## src/rtl/poly_scheduler.sv

```systemverilog
// poly_scheduler: decodes a byte-wide command stream into double-buffered
//   polygon slot state (shadow) and commits it to the rasterizer-facing
//   outputs only on frame_start.
// Latency: shadow updates land the cycle after the last byte of a command is
//   accepted; outputs change only on the cycle after a frame_start pulse.
// Backpressure: cmd_ready is high in IDLE and PAYLOAD and low for the single
//   STORE cycle that follows the seventh payload byte of WRITE_POLY.
//
// Ports:
//   clk, rst              - clock, asynchronous active-high reset
//   cmd_valid/cmd_data    - command byte stream, accepted when cmd_ready high
//   cmd_ready             - byte acceptance
//   frame_start           - one-cycle pulse, commits shadow to outputs
//   v{0,1,2}_x / _y       - packed {slot1, slot0} vertex coordinates
//   poly_color            - packed {slot1, slot0} rrggbb colors
//   cmp_en                - per-slot rasterization enable
//   background_color      - active background color
//   busy                  - high while a WRITE_POLY packet is in flight
//
// Optional feature: define POLY_SCHED_TIMEOUT_EN to abort a stalled packet
// after TIMEOUT_CYCLES consecutive cycles without an accepted payload byte.

module poly_scheduler #(
  parameter int unsigned TIMEOUT_CYCLES = 255
) (
  input  logic        clk,
  input  logic        rst,
  input  logic        cmd_valid,
  input  logic [7:0]  cmd_data,
  output logic        cmd_ready,
  input  logic        frame_start,
  output logic [13:0] v0_x,
  output logic [13:0] v1_x,
  output logic [13:0] v2_x,
  output logic [11:0] v0_y,
  output logic [11:0] v1_y,
  output logic [11:0] v2_y,
  output logic [11:0] poly_color,
  output logic [1:0]  cmp_en,
  output logic [5:0]  background_color,
  output logic        busy
);

  typedef enum logic [1:0] {
    ST_IDLE    = 2'd0,
    ST_PAYLOAD = 2'd1,
    ST_STORE   = 2'd2
  } state_t;

  localparam logic [1:0] OP_WRITE_POLY = 2'b01;
  localparam logic [1:0] OP_SET_BG     = 2'b10;
  localparam logic [1:0] OP_DISABLE    = 2'b11;

  // FSM state and registered handshake/status outputs
  state_t     state_q;
  logic [2:0] cnt_q;
  logic       slot_q;
  logic       rdy_q;
  logic       busy_q;

  // Single-byte commands are applied to the shadow one cycle after acceptance
  logic       bg_pend_q;
  logic [5:0] bg_val_q;
  logic       dis_pend_q;
  logic       dis_slot_q;

  // Staging register for the WRITE_POLY payload
  logic [6:0] stg_v0x_q, stg_v1x_q, stg_v2x_q;
  logic [5:0] stg_v0y_q, stg_v1y_q, stg_v2y_q;
  logic [5:0] stg_col_q;

  // Shadow slot state, indexed by slot number
  logic [6:0] sh_v0x_q [2];
  logic [6:0] sh_v1x_q [2];
  logic [6:0] sh_v2x_q [2];
  logic [5:0] sh_v0y_q [2];
  logic [5:0] sh_v1y_q [2];
  logic [5:0] sh_v2y_q [2];
  logic [5:0] sh_col_q [2];
  logic [1:0] sh_en_q;
  logic [5:0] sh_bg_q;

  // Active (committed) state driving the outputs
  logic [13:0] act_v0x_q, act_v1x_q, act_v2x_q;
  logic [11:0] act_v0y_q, act_v1y_q, act_v2y_q;
  logic [11:0] act_col_q;
  logic [1:0]  act_en_q;
  logic [5:0]  act_bg_q;

  logic accept;
  logic to_abort;

  assign accept = cmd_valid & rdy_q;

`ifdef POLY_SCHED_TIMEOUT_EN
  // Counter only needs to reach TIMEOUT_CYCLES-1: the abort fires on the
  // idle cycle that would make it TIMEOUT_CYCLES.
  localparam int unsigned TO_W = (TIMEOUT_CYCLES > 2) ? $clog2(TIMEOUT_CYCLES) : 1;

  logic [TO_W-1:0] to_cnt_q;
  logic [TO_W-1:0] to_cnt_d;

  assign to_abort = (state_q == ST_PAYLOAD) && !accept &&
                    (to_cnt_q == TO_W'(TIMEOUT_CYCLES - 1));

  always_comb begin
    to_cnt_d = to_cnt_q;
    if ((state_q != ST_PAYLOAD) || accept || to_abort) begin
      to_cnt_d = '0;
    end else begin
      to_cnt_d = to_cnt_q + 1'b1;
    end
  end

  always_ff @(posedge clk or posedge rst) begin
    if (rst) begin
      to_cnt_q <= '0;
    end else begin
      to_cnt_q <= to_cnt_d;
    end
  end
`else
  // No timeout: PAYLOAD waits indefinitely for the remaining bytes.
  logic unused_timeout_param;
  assign to_abort             = 1'b0;
  assign unused_timeout_param = (TIMEOUT_CYCLES == 0);
`endif

  // Command FSM: header decode, payload collection into staging, STORE cycle.
  always_ff @(posedge clk or posedge rst) begin
    if (rst) begin
      state_q    <= ST_IDLE;
      cnt_q      <= 3'd0;
      slot_q     <= 1'b0;
      rdy_q      <= 1'b1;
      busy_q     <= 1'b0;
      bg_pend_q  <= 1'b0;
      bg_val_q   <= 6'd0;
      dis_pend_q <= 1'b0;
      dis_slot_q <= 1'b0;
      stg_v0x_q  <= 7'd0;
      stg_v1x_q  <= 7'd0;
      stg_v2x_q  <= 7'd0;
      stg_v0y_q  <= 6'd0;
      stg_v1y_q  <= 6'd0;
      stg_v2y_q  <= 6'd0;
      stg_col_q  <= 6'd0;
    end else begin
      bg_pend_q  <= 1'b0;
      dis_pend_q <= 1'b0;
      case (state_q)
        ST_IDLE: begin
          if (accept) begin
            case (cmd_data[7:6])
              OP_WRITE_POLY: begin
                state_q <= ST_PAYLOAD;
                cnt_q   <= 3'd0;
                slot_q  <= cmd_data[0];
                busy_q  <= 1'b1;
              end
              OP_SET_BG: begin
                bg_pend_q <= 1'b1;
                bg_val_q  <= cmd_data[5:0];
              end
              OP_DISABLE: begin
                dis_pend_q <= 1'b1;
                dis_slot_q <= cmd_data[0];
              end
              default: ; // NOP
            endcase
          end
        end
        ST_PAYLOAD: begin
          if (accept) begin
            case (cnt_q)
              3'd0:    stg_v0x_q <= cmd_data[6:0];
              3'd1:    stg_v0y_q <= cmd_data[5:0];
              3'd2:    stg_v1x_q <= cmd_data[6:0];
              3'd3:    stg_v1y_q <= cmd_data[5:0];
              3'd4:    stg_v2x_q <= cmd_data[6:0];
              3'd5:    stg_v2y_q <= cmd_data[5:0];
              default: stg_col_q <= cmd_data[5:0];
            endcase
            if (cnt_q == 3'd6) begin
              state_q <= ST_STORE;
              cnt_q   <= 3'd0;
              rdy_q   <= 1'b0;
            end else begin
              cnt_q <= cnt_q + 3'd1;
            end
          end else if (to_abort) begin
            // Stalled packet: drop the partial payload, shadow untouched.
            state_q   <= ST_IDLE;
            cnt_q     <= 3'd0;
            busy_q    <= 1'b0;
            stg_v0x_q <= 7'd0;
            stg_v1x_q <= 7'd0;
            stg_v2x_q <= 7'd0;
            stg_v0y_q <= 6'd0;
            stg_v1y_q <= 6'd0;
            stg_v2y_q <= 6'd0;
            stg_col_q <= 6'd0;
          end
        end
        ST_STORE: begin
          state_q <= ST_IDLE;
          rdy_q   <= 1'b1;
          busy_q  <= 1'b0;
        end
        default: begin
          state_q <= ST_IDLE;
          cnt_q   <= 3'd0;
          rdy_q   <= 1'b1;
          busy_q  <= 1'b0;
        end
      endcase
    end
  end

  // Shadow state. STORE and DISABLE can never fall in the same cycle since
  // DISABLE is only decoded in IDLE and its update lands one cycle later.
  always_ff @(posedge clk or posedge rst) begin
    if (rst) begin
      for (int s = 0; s < 2; s++) begin
        sh_v0x_q[s] <= 7'd0;
        sh_v1x_q[s] <= 7'd0;
        sh_v2x_q[s] <= 7'd0;
        sh_v0y_q[s] <= 6'd0;
        sh_v1y_q[s] <= 6'd0;
        sh_v2y_q[s] <= 6'd0;
        sh_col_q[s] <= 6'd0;
      end
      sh_en_q <= 2'b00;
      sh_bg_q <= 6'd0;
    end else begin
      if (state_q == ST_STORE) begin
        sh_v0x_q[slot_q] <= stg_v0x_q;
        sh_v1x_q[slot_q] <= stg_v1x_q;
        sh_v2x_q[slot_q] <= stg_v2x_q;
        sh_v0y_q[slot_q] <= stg_v0y_q;
        sh_v1y_q[slot_q] <= stg_v1y_q;
        sh_v2y_q[slot_q] <= stg_v2y_q;
        sh_col_q[slot_q] <= stg_col_q;
        sh_en_q[slot_q]  <= 1'b1;
      end
      if (bg_pend_q) begin
        sh_bg_q <= bg_val_q;
      end
      if (dis_pend_q) begin
        sh_en_q[dis_slot_q] <= 1'b0;
      end
    end
  end

  // Commit on frame_start. Reading the shadow registers here gives their
  // pre-update value when a shadow write lands on the same edge, so a
  // coincident update is deferred to the next frame.
  always_ff @(posedge clk or posedge rst) begin
    if (rst) begin
      act_v0x_q <= 14'd0;
      act_v1x_q <= 14'd0;
      act_v2x_q <= 14'd0;
      act_v0y_q <= 12'd0;
      act_v1y_q <= 12'd0;
      act_v2y_q <= 12'd0;
      act_col_q <= 12'd0;
      act_en_q  <= 2'b00;
      act_bg_q  <= 6'd0;
    end else if (frame_start) begin
      act_v0x_q <= {sh_v0x_q[1], sh_v0x_q[0]};
      act_v1x_q <= {sh_v1x_q[1], sh_v1x_q[0]};
      act_v2x_q <= {sh_v2x_q[1], sh_v2x_q[0]};
      act_v0y_q <= {sh_v0y_q[1], sh_v0y_q[0]};
      act_v1y_q <= {sh_v1y_q[1], sh_v1y_q[0]};
      act_v2y_q <= {sh_v2y_q[1], sh_v2y_q[0]};
      act_col_q <= {sh_col_q[1], sh_col_q[0]};
      act_en_q  <= sh_en_q;
      act_bg_q  <= sh_bg_q;
    end
  end

  assign cmd_ready        = rdy_q;
  assign busy             = busy_q;
  assign v0_x             = act_v0x_q;
  assign v1_x             = act_v1x_q;
  assign v2_x             = act_v2x_q;
  assign v0_y             = act_v0y_q;
  assign v1_y             = act_v1y_q;
  assign v2_y             = act_v2y_q;
  assign poly_color       = act_col_q;
  assign cmp_en           = act_en_q;
  assign background_color = act_bg_q;

endmodule
```

## config.mk

```make
export PLATFORM = sky130hd
export DESIGN_NAME = poly_scheduler
export DESIGN_NICKNAME = d
export VERILOG_FILES = /design/src/rtl/poly_scheduler.sv
export SDC_FILE = /design/constraint.sdc
export NUM_CORES = 1
export LEC_CHECK = 0
export BUFFER_PORTS_ARGS = -buffer_cell sky130_fd_sc_hd__buf_2
export CORE_ASPECT_RATIO = 0.8
export CORE_MARGIN = 2
export CORE_UTILIZATION = 50
export DETAILED_ROUTE_END_ITERATION = 10
export GPL_TIMING_DRIVEN = 0
export PLACE_DENSITY = 0.7
export SETUP_SLACK_MARGIN = 0.3
export SYNTH_ARGS = -nofsm -noshare
export SYNTH_HDL_FRONTEND = slang
export SYNTH_SLANG_ARGS = --single-unit
```

## constraint.sdc

```tcl
create_clock -name clk -period 14.6 [get_ports clk]
set_clock_uncertainty 0.05 [all_clocks]
set_input_delay 2.19 -clock clk [delete_from_list [all_inputs] [get_ports clk]]
set_output_delay 2.19 -clock clk [all_outputs]
set_load 0.005 [all_outputs]
```

==> results.sh, run 1 <==
export IMPL_status="complete, no violations"
export IMPL_wl_um=18580
export IMPL_cts_tree="built"
export IMPL_maxCapViolCount=0
export IMPL_mappedNetlistArea_mm2=0.009719
export IMPL_fmax_mhz=284.7
export IMPL_hold_buffers=0
export IMPL_path_clk_slew_ns=0.07
export IMPL_worstPathCellList="buf_2"
export IMPL_cts_sinks=258
export IMPL_p_total_mw=1.354
export IMPL_syn2layout_area_growth_pct=17.40
export IMPL_rsz0062_at_grt="false"
export IMPL_tns_ns=0
export IMPL_power_frac_comb=0.024
export IMPL_synth_edff_count=0
export IMPL_fp_coreArea_mm2=0.01903
export IMPL_p_switching_mw=0.2791
export IMPL_drc=0
export IMPL_critPathTopFamily="flip-flops"
export IMPL_rows=45
export IMPL_post_cts_setup_buffers=0
export IMPL_grt_start_max_net_pins=140
export IMPL_start_kind="flip-flop"
export IMPL_ys_warn_count=0
export IMPL_via_count=5189
export IMPL_mostFrequentLayoutCell="dfrtp_1"
export IMPL_post_route_period_util=0.2406
export IMPL_grt_usage=0.1882
export IMPL_synth_area_per_cell_um2=16.76
export IMPL_ioPinCount=112
export IMPL_globalplace_congestion=0.7640
export IMPL_fin_crit_ns=3.512
export IMPL_drv_slew=0
export IMPL_power_switching_share=0.2062
export IMPL_die_area_mm2=0.02058
export IMPL_cts_path_max_buffers=3
export IMPL_crit_fanout=8
export IMPL_synthArstFlopShare=1.000
export IMPL_crit_slowest_cell="dfstp_2"
export IMPL_r2r_start="cmd_ready"
export IMPL_synth_cell_type_count=35
export IMPL_final_cell_mix="dfrtp_1, mux2_2, buf_2, clkbuf_16, clkbuf_1"
export IMPL_slowest_delay_ns=0.60
export IMPL_cts_htree_levels=1
export IMPL_worst_pin_slew_ns=0.8271
export IMPL_ys_seq_area_frac=0.6644
export IMPL_crit_start="cmd_ready"
export IMPL_routedWlPerCell_um=18.76
export IMPL_ir_drop_v=0.00008270
export IMPL_clkPwrFrac=0.448
export IMPL_seq_power_share=0.528
export IMPL_dr_pass1_iters=4
export IMPL_max_slew_margin_rel=0.4486
export IMPL_final_core_util=0.5996
export IMPL_hold_class="flip-flop to flip-flop"
export IMPL_syn_nets=593
export IMPL_route_antenna_remaining_nets=0
export IMPL_drtIter0Drc=236
export IMPL_leakage_nw=6.200
export IMPL_die_w_um=159.9
export IMPL_die_h_um=128.7
export IMPL_ys_flop_type="dfrtp_1"
export IMPL_clk_latency_ns=0.51
export IMPL_p_int_mw=1.074
export IMPL_initial_core_util=0.5107
export IMPL_overflow=0
export IMPL_cts_buffers=25
export IMPL_min_from="dis_pend_q"
export IMPL_p_per_area_mw_per_mm2=118.6
export IMPL_vias_per_cell=5.241
export IMPL_cp_required_ns=12.36
export IMPL_cts_repair_resized=0
export IMPL_cp_end_kind="output port"
export IMPL_port_buffer_count=109
export IMPL_num_nets_final=731
export IMPL_syn_inst=580
export IMPL_ctsRootBufferMaster="clkbuf_16"
export IMPL_stdcell_count=990
export IMPL_hpwl_um=12260
export IMPL_dp_cells=949
export IMPL_grt_pass1_wl_um=30660
export IMPL_first_global_vias=5530
export IMPL_antenna_found_initial=3
export IMPL_worstSetupPathType="flip-flop to output port"
export IMPL_final_setup_viol_count=0
export IMPL_hold_viol=0
export IMPL_drive_gt1_frac=0.5726
export IMPL_ys_seq_elements=258
export IMPL_arrival_ns=1.27
export IMPL_path_buf_inv=1
[per-stage QoR]
stage | area [um^2] | worst slack, ns | hold slack (ns)
floorplan | 9719 | 5.263 | 0.3722
global placement | 10590 | 3.152 | 0.3885
global route | 11410 | 11.05 | 0.4241
detailed placement | 10650 | 10.73 | 0.3935
finish | 11410 | 11.09 | 0.3919
CTS | 11410 | 11.08 | 0.3941
[Yosys cell counts, types with 3 or more instances]
library cell,n,area share
nand3_1,3,0.0015
a21oi_1,3,0.0015
buf_2,9,0.0046
mux2_2,249,0.29
dfrtp_1,257,0.66
clkbuf_1,9,0.0035
nand2_1,5,0.0019
buf_4,4,0.0031
inv_1,8,0.0031
[cell families after synthesis]
logic type / after synthesis / share of synthesized area
muxes: 249 / 0.2885
buffers and inverters: 33 / 0.01570
and+or+nand+nor: 30 / 0.02395
adders and majority gates: 1 / 0.001287
DFF: 258 / 0.6644
AOI/OAI and AO/OA: 9 / 0.006178
[registers in the layout, summed over array words and instances (netlist names), 14 cells and up]
name,cells
sh_v1x_q,14
v0_x,14
v2_x,14
sh_v2x_q,14
v1_x,14
sh_v0x_q,14
[final timing paths]
kind                       slack [ns]  cells after the start      endpoint
max                             11.09                      1     cmd_ready
min                              0.39                      1    sh_en_q[0]
max reg2reg                     12.60                      3  stg_col_q[2]
min reg2reg                      0.39                      1    sh_en_q[0]
max in group asynchronous       11.62                      4  stg_col_q[3]
min in group asynchronous        1.58                      2       v2_x[3]
[power by group through the flow]
stage,combinational (mW),clock [mW],sequential (mW)
after floorplan,0.0193,0,0.728
after global placement,0.0301,0,0.729
after detailed placement,0.0333,0,0.728
after CTS,0.0334,0.624,0.715
after global routing,0.0365,0.652,0.714
final,0.0321,0.606,0.715
[per-layer routing]
layer / routed length (um) / vias to the layer above / track usage
li1: - / 2347 / -
met1: 9092 / 2700 / 0.2773
met2: 8178 / 115 / 0.2911
met3: 997 / 25 / 0.04578
met4: 294 / 2 / 0.03604
met5: 11 / - / 0
[final cells by class]
type / instances / area [um^2]
clock buffer: 31 / 658.1
inverter: 8 / 37.54
tap: 258 / 322.8
timing repair buffer: 111 / 600.6
buffer: 25 / 122.6
multi-input combinational: 289 / 3109
clock inverter: 8 / 97.59
antenna: 2 / 5.005
fill: 1468 / 7620
sequential: 258 / 6457
Power figures use the tool's default switching activity.
==> inputs of run 2 (changes only) <==
Settings changed: ABC_AREA set to 1.
Clock period 14.6 ns to 3.3 ns, I/O delays scaled along.
==> results.sh, run 2 <==
export IMPL_synth_area_per_cell_um2=11.39
export IMPL_clk_latency_ns=0.52
export IMPL_ys_seq_elements=258
export IMPL_synth_cell_type_count=25
export IMPL_p_per_area_mw_per_mm2=653.9
export IMPL_grt_usage=0.2101
export IMPL_initial_core_util=0.5130
export IMPL_die_w_um=160.2
export IMPL_met2_usage=0.3285
export IMPL_ys_seq_area_frac=0.6615
export IMPL_cts_htree_levels=1
export IMPL_grtUsageMet3=0.03868
export IMPL_hold_class="input pin to async pin"
export IMPL_top_usage_layer="met2"
export IMPL_synth_edff_count=0
export IMPL_worstSetupPathType="flip-flop to output port"
export IMPL_p_switching_mw=1.993
export IMPL_final_setup_viol_count=0
export IMPL_grt_pass1_wl_um=34780
export IMPL_path_clk_slew_ns=0.06
export IMPL_antenna_cells=0
export IMPL_antenna_found_initial=0
export IMPL_first_global_vias=6713
export IMPL_p_int_mw=5.559
export IMPL_crit_slowest_cell="dfstp_2"
export IMPL_cts_buffers=25
export IMPL_fmax_mhz=579.3
export IMPL_dr_pass1_iters=5
export IMPL_leakage_nw=5.965
export IMPL_wl_um=20860
export IMPL_drtIter0Drc=406
export IMPL_hold_viol=0
export IMPL_fp_coreArea_mm2=0.01903
export IMPL_cts_repair_resized=0
export IMPL_die_h_um=129.0
export IMPL_critPathTopFamily="flip-flops"
export IMPL_routedWlPerCell_um=16.33
export IMPL_rsz0062_at_grt="false"
export IMPL_stdcell_count=1277
export IMPL_mostFrequentLayoutCell="dfrtp_1"
export IMPL_ys_warn_count=0
export IMPL_arrival_ns=1.18
export IMPL_cp_end_kind="output port"
export IMPL_synth_top_area_frac=0.6588
export IMPL_synth_top_cell_by_area="dfrtp_1"
export IMPL_slowest_delay_ns=0.55
export IMPL_fin_crit_ns=1.726
export IMPL_synthTopCellsByArea="dfrtp_1, mux2_2, nand2_1, o21ai_0, inv_1"
export IMPL_worst_pin_slew_ns=0.8673
export IMPL_syn_inst=857
export IMPL_max_slew_margin_rel=0.4206
export IMPL_dp_cells=1231
export IMPL_path_buf_inv=1
export IMPL_ys_flop_type="dfrtp_1"
export IMPL_placed_area_mm2=0.01076
export IMPL_yosysMostFrequentCell="dfrtp_1"
export IMPL_hpwl_um=14590
export IMPL_cts_path_max_buffers=3
export IMPL_r2r_start="cmd_ready"
export IMPL_power_frac_comb=0.131
export IMPL_die_area_mm2=0.02066
export IMPL_status="complete, no violations"
export IMPL_route_antenna_remaining_nets=0
export IMPL_fill_cells=1581
export IMPL_ioPinCount=112
export IMPL_via_count=6587
export IMPL_final_cell_mix="dfrtp_1, nand2_1, buf_2, mux2_2, o21ai_0"
export IMPL_seq_power_share=0.506
export IMPL_num_nets_final=1013
export IMPL_hold_buffers=0
export IMPL_post_route_period_util=0.5231
export IMPL_cts_sinks=258
export IMPL_worstPathCellList="buf_2"
export IMPL_syn_nets=870
export IMPL_post_cts_setup_buffers=0
export IMPL_clkPwrFrac=0.363
export IMPL_start_kind="flip-flop"
export IMPL_globalplace_congestion=0.8925
export IMPL_finalInstanceArea_mm2=0.01155
export IMPL_crit_fanout=3
export IMPL_ys_top_cells_by_count="dfrtp_1, nand2_1, mux2_2, o21ai_0, inv_1"
export IMPL_vias_per_cell=5.158
export IMPL_overflow=0
export IMPL_final_core_util=0.6068
export IMPL_ctsRootBufferMaster="clkbuf_16"
export IMPL_drc=0
export IMPL_power_switching_share=0.2638
export IMPL_crit_start="cmd_ready"
export IMPL_cp_required_ns=2.75
export IMPL_syn2layout_area_growth_pct=18.30
export IMPL_rows=45
export IMPL_drive_gt1_frac=0.2924
export IMPL_mappedNetlistArea_mm2=0.009762
export IMPL_synthArstFlopShare=1.000
export IMPL_grt_start_max_net_pins=44
export IMPL_grt_util_met1=0.3054
export IMPL_port_buffer_count=110
export IMPL_ir_drop_v=0.0004285
export IMPL_cts_tree="built"
export IMPL_maxCapViolCount=0
export IMPL_drv_slew=0
run 2: changes by cell type after synthesis, sizes merged, moves of 4 or more:
cell,before,now
mux2,249,90
o21ai,1,130
nand3,4,19
nand4,0,15
nor2,1,20
inv,8,77
clkbuf,11,7
buf,14,31
nand2,5,197
a21oi,3,8
run 2: area by class of cell:
| class | instances | area [um^2] | share of cell area |
|---|---|---|---|
| sequential | 258 | 6457 | 0.5592 |
| multi-input combinational | 483 | 2821 | 0.2443 |
| clock buffer | 41 | 735.7 | 0.06371 |
| timing repair buffer | 116 | 670.6 | 0.05807 |
| tap | 258 | 322.8 | 0.02795 |
| inverter | 78 | 296.5 | 0.02568 |
| buffer | 38 | 190.2 | 0.01647 |
| clock inverter | 5 | 53.80 | 0.004659 |
run 2: stage by stage:
stage | setup TNS (ns) | power, mW | hold WS (ns) | setup WS, ns
finish | 0 | 7.552 | 0.09163 | 1.574
global route | 0 | 7.935 | 0.1837 | 1.519
CTS | 0 | 7.614 | 0.1238 | 1.557
detailed placement | 0 | 4.855 | 0.4107 | 1.372
global placement | -530.75 | 4.808 | 0.4073 | -2.079
floorplan | -165.45 | 4.471 | 0.3917 | -0.6438
run 2: path summary, 6_finish.rpt:
| check | to | slack (ns) | cells after the start |
|---|---|---|---|
| min | v0_x[10] | 0.09 | 2 |
| max reg2reg | stg_v1x_q[1] | 1.64 | 6 |
| min reg2reg | sh_en_q[1] | 0.42 | 1 |
| min in group clk | cmd_ready | 0.20 | 4 |
| max | cmd_ready | 1.57 | 1 |
| max in group asynchronous | v2_y[5] | 2.16 | 4 |
run 2: cells by family (layout without fill, tap and decap cells):
logic type / Yosys count / in the layout / share of synthesized area
DFF: 258 / 258 / 0.6615
and+or+nand+nor: 252 / 252 / 0.1093
AOI/OAI and AO/OA: 140 / 140 / 0.07460
buffers and inverters: 116 / 278 / 0.04947
muxes: 90 / 90 / 0.1038
adders and majority gates: 1 / 1 / 0.001282
run 2: power groups by stage:
stage | Sequential [mW] | Clock, mW | Combinational (mW)
finish | 3.82 | 2.74 | 0.986
global route | 3.87 | 2.94 | 1.12
detailed placement | 3.87 | 0 | 0.982
floorplan | 3.82 | 0 | 0.647
global placement | 3.87 | 0 | 0.943
CTS | 3.82 | 2.80 | 0.992
run 2: metal layers:
layer | wire, um | share of wire
met5 | 0 | 0
met4 | 529 | 0.025
met3 | 1303 | 0.062
met2 | 9217 | 0.44
met1 | 9806 | 0.47
